## config.mk

```make
export PLATFORM = sky130hd
export DESIGN_NAME = microwave_timer
export DESIGN_NICKNAME = d
export VERILOG_FILES = /design/src/rtl/microwave_timer_pkg.sv /design/src/rtl/microwave_timer_sync_edge.sv /design/src/rtl/microwave_timer.sv
export SDC_FILE = /design/constraint.sdc
export NUM_CORES = 1
export LEC_CHECK = 0
export ABC_AREA = 1
export BUFFER_PORTS_ARGS = -buffer_cell sky130_fd_sc_hd__buf_2
export CAP_MARGIN = 25
export CORE_MARGIN = 3
export CORE_UTILIZATION = 30
export CTS_BUF_LIST = sky130_fd_sc_hd__clkbuf_4
export DETAILED_ROUTE_END_ITERATION = 8
export SYNTH_ARGS = -nofsm -noshare
export SYNTH_HDL_FRONTEND = slang
export SYNTH_SLANG_ARGS = --single-unit
```

## constraint.sdc

```tcl
create_clock -name clk -period 1.7 [get_ports clk]
set_clock_uncertainty 0.2 [all_clocks]
set_input_delay 0.255 -clock clk [delete_from_list [all_inputs] [get_ports clk]]
set_output_delay 0.255 -clock clk [all_outputs]
set_load 0.01 [all_outputs]
```

## src/rtl/microwave_timer_pkg.sv

```systemverilog
// Shared types and constants for the microwave countdown timer:
// controller states, BCD limits and the packed M:SS digit record.
package microwave_timer_pkg;

    typedef enum logic [1:0] {
        IDLE  = 2'd0,
        RUN   = 2'd1,
        PAUSE = 2'd2,
        DONE  = 2'd3
    } state_t;

    localparam logic [3:0] BCD_MAX_ONES = 4'd9;
    localparam logic [3:0] BCD_MAX_TENS = 4'd5;

    typedef struct packed {
        logic [3:0] min_ones;
        logic [3:0] sec_tens;
        logic [3:0] sec_ones;
    } mss_t;

    // Keyed entries such as 1:75 are legal until start; clamp them to x:59.
    function automatic mss_t normalise(input mss_t v);
        mss_t r;
        r = v;
        if (v.sec_tens > BCD_MAX_TENS) begin
            r.sec_tens = BCD_MAX_TENS;
            r.sec_ones = BCD_MAX_ONES;
        end
        return r;
    endfunction

    function automatic logic is_zero(input mss_t v);
        return (v.min_ones == 4'd0) && (v.sec_tens == 4'd0) && (v.sec_ones == 4'd0);
    endfunction

endpackage

```

## src/rtl/microwave_timer_sync_edge.sv

```systemverilog
// Multi-flop synchronizer with rising-edge detector producing a 1-cycle pulse.
// After clear the input must be seen low before any edge is reported.
module sync_edge #(
    parameter int SYNC_STAGES = 2
) (
    input  logic clk,
    input  logic clear,
    input  logic d,
    output logic pulse
);

    logic [SYNC_STAGES-1:0] sync_q;
    logic [SYNC_STAGES-1:0] fill_q;
    logic                   prev_q;
    logic                   armed_q;

    // fill_q marks when sync_q carries real samples again after a clear; a
    // level held high across clear therefore never counts as a new edge.
    always_ff @(posedge clk) begin
        if (clear) begin
            sync_q  <= '0;
            fill_q  <= '0;
            prev_q  <= 1'b0;
            armed_q <= 1'b0;
        end else begin
            sync_q <= {sync_q[SYNC_STAGES-2:0], d};
            fill_q <= {fill_q[SYNC_STAGES-2:0], 1'b1};
            prev_q <= sync_q[SYNC_STAGES-1];
            if (fill_q[SYNC_STAGES-1] && !sync_q[SYNC_STAGES-1]) begin
                armed_q <= 1'b1;
            end
        end
    end

    assign pulse = armed_q & sync_q[SYNC_STAGES-1] & ~prev_q;

endmodule

```

## src/rtl/microwave_timer.sv

```systemverilog
// Keypad-loaded M:SS BCD countdown timer with run/pause/done control,
// counting down once per rising edge of the 1 Hz input.
module microwave_timer
    import microwave_timer_pkg::*;
#(
    parameter int SYNC_STAGES = 2
) (
    input  logic       clk,
    input  logic       clear,
    input  logic       load,
    input  logic [3:0] digit,
    input  logic       pgt_1hz,
    input  logic       start,
    input  logic       stop,
    output logic [3:0] min_ones,
    output logic [3:0] sec_tens,
    output logic [3:0] sec_ones,
    output logic       running,
    output logic       done
);

    logic load_p;
    logic tick_p;

    sync_edge #(.SYNC_STAGES(SYNC_STAGES)) u_load_edge (
        .clk   (clk),
        .clear (clear),
        .d     (load),
        .pulse (load_p)
    );

    sync_edge #(.SYNC_STAGES(SYNC_STAGES)) u_tick_edge (
        .clk   (clk),
        .clear (clear),
        .d     (pgt_1hz),
        .pulse (tick_p)
    );

    // Same depth as the load synchronizer so key_digit lines up with load_p.
    logic [SYNC_STAGES-1:0][3:0] digit_pipe;
    logic [3:0]                  key_digit;

    always_ff @(posedge clk) begin
        if (clear) begin
            digit_pipe <= '0;
        end else begin
            digit_pipe <= {digit_pipe[SYNC_STAGES-2:0], digit};
        end
    end

    assign key_digit = digit_pipe[SYNC_STAGES-1];

    state_t state_q, state_d;
    mss_t   mss_q, mss_d;
    logic   stop_prev_q;

    mss_t   shifted;
    mss_t   dec;
    logic   key_ok;
    logic   stop_rise;

    always_comb begin
        state_d   = state_q;
        mss_d     = mss_q;
        shifted   = mss_t'({mss_q.sec_tens, mss_q.sec_ones, key_digit});
        key_ok    = load_p && (key_digit <= BCD_MAX_ONES);
        stop_rise = stop && !stop_prev_q;

        dec = mss_q;
        if (mss_q.sec_ones != 4'd0) begin
            dec.sec_ones = mss_q.sec_ones - 4'd1;
        end else begin
            dec.sec_ones = BCD_MAX_ONES;
            if (mss_q.sec_tens != 4'd0) begin
                dec.sec_tens = mss_q.sec_tens - 4'd1;
            end else begin
                dec.sec_tens = BCD_MAX_TENS;
                dec.min_ones = mss_q.min_ones - 4'd1;
            end
        end

        case (state_q)
            IDLE: begin
                if (stop) begin
                    mss_d = '0;
                end else if (start) begin
                    if (!is_zero(mss_q)) begin
                        mss_d   = normalise(mss_q);
                        state_d = RUN;
                    end
                end else if (key_ok) begin
                    mss_d = shifted;
                end
            end
            RUN: begin
                if (stop) begin
                    state_d = PAUSE;
                end else if (tick_p) begin
                    mss_d = dec;
                    if (is_zero(dec)) begin
                        state_d = DONE;
                    end
                end
            end
            PAUSE: begin
                // PAUSE is entered on a stop level, so only a fresh press clears.
                if (stop_rise) begin
                    mss_d   = '0;
                    state_d = IDLE;
                end else if (start && !stop) begin
                    state_d = RUN;
                end
            end
            DONE: begin
                mss_d = '0;
                if (stop) begin
                    state_d = IDLE;
                end else if (load_p) begin
                    state_d = IDLE;
                    if (key_ok) begin
                        mss_d = mss_t'({4'd0, 4'd0, key_digit});
                    end
                end
            end
            default: begin
                state_d = IDLE;
                mss_d   = '0;
            end
        endcase
    end

    always_ff @(posedge clk) begin
        if (clear) begin
            state_q     <= IDLE;
            mss_q       <= '0;
            stop_prev_q <= 1'b0;
        end else begin
            state_q     <= state_d;
            mss_q       <= mss_d;
            stop_prev_q <= stop;
        end
    end

    assign min_ones = mss_q.min_ones;
    assign sec_tens = mss_q.sec_tens;
    assign sec_ones = mss_q.sec_ones;
    assign running  = (state_q == RUN);
    assign done     = (state_q == DONE);

endmodule

```

Word-level counts from Yosys, hierarchy flattened
Index checks and enable logic that the tools add are counted.
{"block": "totals", "mem_bits_ro": 0, "mem_bits_rw": 0, "latch_bits": 0, "mem_count": 0, "reg_bits": 35, "elab_cells": 100, "inputBits": 10, "output_inout_bits": 14}
{"block": "op_classes", "div": 0, "n_lt_le_gt_ge": 2, "shift": 0, "n_reduce_logical": 25, "n_bitwise": 6, "multipliers": 0, "n_eq_ne": 18, "add_sub_neg": 3, "muxes": 29}
{"operator": "two-way mux 12 bit", "n": 6}
{"operator": "case mux 12 bit (4 select lines)", "n": 1}
{"operator": "zero test 4 bit", "n": 6}
{"operator": "two-way mux 4 bit", "n": 6}
{"operator": "two-way mux 8 bit", "n": 3}
{"operator": "two-way mux 2 bit", "n": 10}
{"operator": "!= test 4 bit (second input constant)", "n": 3}
{"operator": "subtractor 4 x 1 -> 4 bit (second input constant)", "n": 3}
{"operator": "!= test 2 bit (second input constant)", "n": 5}
{"operator": "logical AND 1 bit", "n": 9}
{"operator": "!= test 3 x 2 -> 1 bit (second input constant)", "n": 3}
{"operator": "!= test 3 bit (second input constant)", "n": 3}
{"operator": "case mux 2 bit (4 select lines)", "n": 1}
{"operator": "nonzero test 4 bit", "n": 2}
{"operator": "AND reduction 7 bit", "n": 1}
{"operator": "AND reduction 6 bit", "n": 1}
{"operator": "AND reduction 5 bit", "n": 1}
{"operator": "bitwise AND 1 bit", "n": 4}
{"operator": "== test 2 bit (second input constant)", "n": 2}
{"operator": "> comparator 4 x 3 -> 1 bit (second input constant)", "n": 1}
{"operator": "<= comparator 4 bit (second input constant)", "n": 1}
{"operator": "zero test 1 bit", "n": 4}
{"operator": "== test 2 x 1 -> 1 bit (second input constant)", "n": 1}
{"operator": "zero test 2 bit", "n": 1}
{"operator": "3 further kinds", "n": 5}

Longest topological paths before layout
{"block": "logic_depth", "ltp_word": 10, "depth_mapped": 12}

Cells and area by module
Synthesis repeated with hierarchy kept, for this count alone.
{"block": "unflattened", "hier_cells": 241, "area_unflattened_um2": 1717.9}
{"module": "microwave_timer", "seq_area_each_um2": 460.4, "area_each_um2": 1352.5, "cells_each": 203, "n_inst": 1}
{"module": "sync_edge", "seq_area_each_um2": 120.1, "area_each_um2": 182.7, "cells_each": 19, "n_inst": 2}

Least setup slack after synthesis
OpenSTA, ideal clock, no wires.
{"block": "synth_path", "kind": "flip-flop to flip-flop", "start": "reg mss_q, in the netlist sec_tens[2]", "end": "reg mss_q, in the netlist sec_ones[3]", "path_slack_ps": 127, "n_path_buf": 0, "path_stages_with_launch": 8, "required_time_ps": 1384, "arrival_time_ps": 1257, "cell_sequence": "dfxtp_1 -> inv_1 -> o211ai_1 -> nand2_2 -> a21oi_4 -> inv_4 -> o21ai_1 -> a21oi_1"}
{"block": "synth_via", "elab_chain_len": 5, "word_cells_on_any_way": 7}
{"item": "start, declared", "line": "microwave_timer.sv:54", "rtl": "mss_t mss_q, mss_d;"}
{"item": "start signal, assigned", "line": "microwave_timer.sv:139", "rtl": "mss_q <= mss_d;"}
{"item": "parallel branches: the longest is 4 deep, another holds > comparator 4 x 3 -> 1 bit"}
{"item": "AND reduction 6 bit (no line) (*)"}
Mark *: on every way between the ends.
A chain may end at the register's enable or synchronous reset.

Worst setup path in the final report
{"block": "layout_path", "start": "reg mss_q, in the netlist sec_ones[2]", "end": "reg state_q[0]"}
{"block": "layout_via", "elab_chain_len": 7, "word_cells_on_any_way": 14}
{"item": "parallel branches: the longest is 6 deep, another holds subtractor 4 x 1 -> 4 bit"}
{"item": "AND reduction 7 bit (no line) (*)"}
{"item": "end signal, assigned", "line": "microwave_timer.sv:138", "rtl": "state_q <= state_d;"}
{"item": "end, declared", "line": "microwave_timer.sv:53", "rtl": "state_t state_q, state_d;"}
Marked as above.

==> results by group <==
Run status
  • Outcome: finished with violations
  • Failing checks: setup timing

Global route
  • Largest net degree at the start of global routing: 20
  • Most Crowded Layer GR: met2
  • First-pass GRT wire length: 7250 µm
  • Grt met2 use: 23.6%
  • Global-route met3 utilization: 4.60%
  • Antenna violations before repair: 0
  • Grt met1 use: 17.6%
  • Grt total ovfl: 0
  • All-Layer GR Usage: 14.5%
  • Vias in the first global route: 1643

Critical path
  • Crit path kind: reg2reg
  • Startpoint types: register
  • Crit end category: register
  • Critical path data arrival time: 1.75 ns
  • Reg2reg setup slack: -0.02 ns
  • CP Data Required Time: 1.73 ns
  • Critical-path maximum fanout: 7

Logic synthesis
  • Synthesized flop and latch total: 33
  • Simple-gate share of the synthesized area: 29.5%
  • Post-Synth XOR/XNOR Area: 0.529%
  • Compound-Gate Fraction of Synth Area: 17.3%
  • Netlist cell types: 30
  • Warnings from Yosys: 0
  • Mean Syn Cell Area: 6.79 µm²
  • Post-synthesis mux area share: 0%
  • Combinational family with the most area after synthesis: simple AND/OR/NAND/NOR gates
  • Syn Inst Count: 244
  • Syn Std Cell Area: 0.00166 mm²
  • Sequential element share of the synthesized area: 39.9%
  • Net Count, Synth: 256
  • Adder-Cell Fraction of Synth Area: 1.51%

Floorplan
  • I/O pin cnt: 24
  • Row Count: 26
  • Die height: 80.3 µm
  • Die X: 80.3 µm
  • Die area: 0.00645 mm²
  • Placeable Area: 0.00524 mm²
  • Initial Utilization: 31.6%

Timing
  • RSZ-0062 raised after global routing: yes
  • Actual slew at the worst max-slew pin: 0.437 ns
  • Fin. max-slew vios: 0
  • Fmax: 0.582 GHz
  • Final hold slack: 0.110 ns
  • Tmin final: 1.72 ns
  • Final setup TNS: -0.0329 ns
  • Final setup fails: 2
  • Relative slew slack: 70.8%
  • Final WS setup: -0.0169 ns
  • Final hold violation count: 0
  • Final period utilization: 101%

Pwr
  • Power per cell area: 1770 mW/mm²
  • Leak pwr: 0.00111 µW
  • Pwr Total: 4210 µW
  • Sw Share: 45.9%
  • Clock share of power: 14.4%
  • Worst vdd ir: 0.567 mV
  • Sw Pwr: 1940 µW
  • P_int: 2280 µW
  • Combinational share of power: 59.3%
  • Sequential power share: 26.3%

Job
  • Max_cap viols: 0

Place
  • Placed Area: 0.00199 mm²
  • Port Buf Inserts: 23
  • # placed instances: 353
  • Placed wire-length estimate: 3220 µm
  • RePlAce Congestion: 0.978

CTS
  • Total clock sinks: 33
  • Clk_lat worst skew: 0.34 ns
  • H-tree levels: 2
  • CTS buffer count: 5
  • CTS tree: done
  • CTS root buffer: clkbuf_4
  • Clk buf depth: 2
  • Clk pin slew, worst setup/hold paths: 0.12 ns

Drt
  • 1st-iter DRT viols: 174
  • Antenna Nets Post-Route: 0
  • Via count: 1765
  • Drt wl/cell: 12.0 µm
  • Via density: 4.71
  • Drt pass-1 iters: 4
  • Routed WL: 4490 µm
  • # DRC: 0

Cells and area
  • Fillcell total: 533
  • Final Cell Area: 0.00237 mm²
  • Nets: 316
  • Synthesis-to-layout area growth: 43.3%
  • Share of cells above drive strength 1: 39.7%
  • Inserted Diodes: 0
  • Fin cells: 375
  • Most frequent cells in the layout: nand2_1 (34), nor2_1 (34), inv_1 (31)

Worst hold path
  • Worst hold path type: in2reg
## cell usage after synthesis
cell type	n	area [µm²]
dfxtp_1	33	661
xor2_1	1	8.76
nand2_1	42	158
a31oi_1	4	25.0
o21ai_0	6	30.0
a21oi_4	1	16.3
nand2_2	2	12.5
a21oi_2	1	8.76
clkbuf_1	3	11.3
nand2_4	1	11.3
ha_1	2	25.0
nand3_1	11	55.1
nor2_4	3	33.8
inv_4	1	6.26
nor2_1	41	154
o211ai_1	1	7.51
o31ai_1	1	7.51
inv_1	36	135
clkinv_1	1	3.75
nor2_2	2	12.5
a21oi_1	14	70.1
o21ai_1	15	75.1
inv_2	8	30.0
nor3_1	4	20.0
o21ai_2	1	8.76
a221oi_1	2	17.5
o22ai_1	2	12.5
nand4_1	2	12.5
nor3_2	2	20.0
a22oi_1	1	7.51
## path summary, 6_finish.rpt
check | startpoint | depth (start not counted) | endpoint
setup / recovery | sec_ones[2]$_SDFFE_PP0P_ | 10 | state_q[0]$_SDFFE_PP0P_
hold / removal | clear | 3 | key_digit[3]$_SDFF_PP0_
setup reg to reg | sec_ones[2]$_SDFFE_PP0P_ | 10 | state_q[0]$_SDFFE_PP0P_
hold reg to reg | digit_pipe[0]$_SDFF_PP0_ | 2 | key_digit[0]$_SDFF_PP0_
## worst max-delay path: stages, from the launching register on
cell,delay [ns]
dfxtp_2,0.35
nor2_4,0.21
nand2_4,0.13
nor2_1,0.19
nand3_1,0.10
nand2_1,0.11
nor2_1,0.06
nand3_2,0.07
nand2_2,0.05
nand2_2,0.08
a21oi_2,0.06
## area by class of cell
| type | count | area [µm²] | share of cell area (%) |
|---|---|---|---|
| tap | 70 | 87.6 | 3.69 |
| clock buffer | 5 | 37.5 | 1.58 |
| clock inverter | 3 | 46.3 | 1.95 |
| multi-input combinational | 162 | 953 | 40.2 |
| inverter | 46 | 178 | 7.49 |
| timing repair buffer | 56 | 394 | 16.6 |
| sequential | 33 | 677 | 28.5 |
## flip-flops by register name, summed over array words and instances (netlist names), 2 cells and up
name,cells
u_tick_edge.sync_q,2
u_load_edge.sync_q,2
digit_pipe,4
sec_tens,4
min_ones,4
key_digit,4
sec_ones,4
state_q,2
## layer usage
| layer | vias to the layer above | share of wire (%) |
|---|---|---|
| met2 | 64 | 48 |
| met4 | 0 | 2.4 |
| met3 | 11 | 8.1 |
| met5 | - | 0 |
| met1 | 792 | 41 |
| li1 | 898 | - |
## power groups by stage
stage | Clock (µW) | Sequential, µW | Combinational [µW]
floorplan | 0 | 1150 | 1190
global placement | 0 | 1080 | 1990
detailed placement | 0 | 1080 | 1970
CTS | 627 | 1080 | 2040
global route | 665 | 1130 | 2740
finish | 608 | 1110 | 2500
## cells by family (layout without fill, tap and decap cells)
| group | count (synthesis) | in the layout |
|---|---|---|
| XOR/XNOR | 1 | 1 |
| AND/OR/NAND/NOR | 110 | 110 |
| adder cells (fa/ha/maj) | 2 | 2 |
| flip-flops | 33 | 33 |
| buffers and inverters | 49 | 110 |
| AO/OA/AOI/OAI | 49 | 49 |
## per-stage QoR
step	worst slack [ns]	util, %
floorplan	0.127	-
global placement	-0.146	38.0
detailed placement	-0.0897	38.0
CTS	0.00101	41.4
global route	-0.114	45.3
finish	-0.0169	45.3
## timing repair
action                                  CTS  global route
endpoints found under the setup margin   14            14
hold buffers                              7             0
pin swaps                                 0            22
endpoints found under the hold margin     7             0
buffers inserted                          2             5
gates resized for setup                   5            52
No activity file was read; power rests on OpenSTA's default activity.
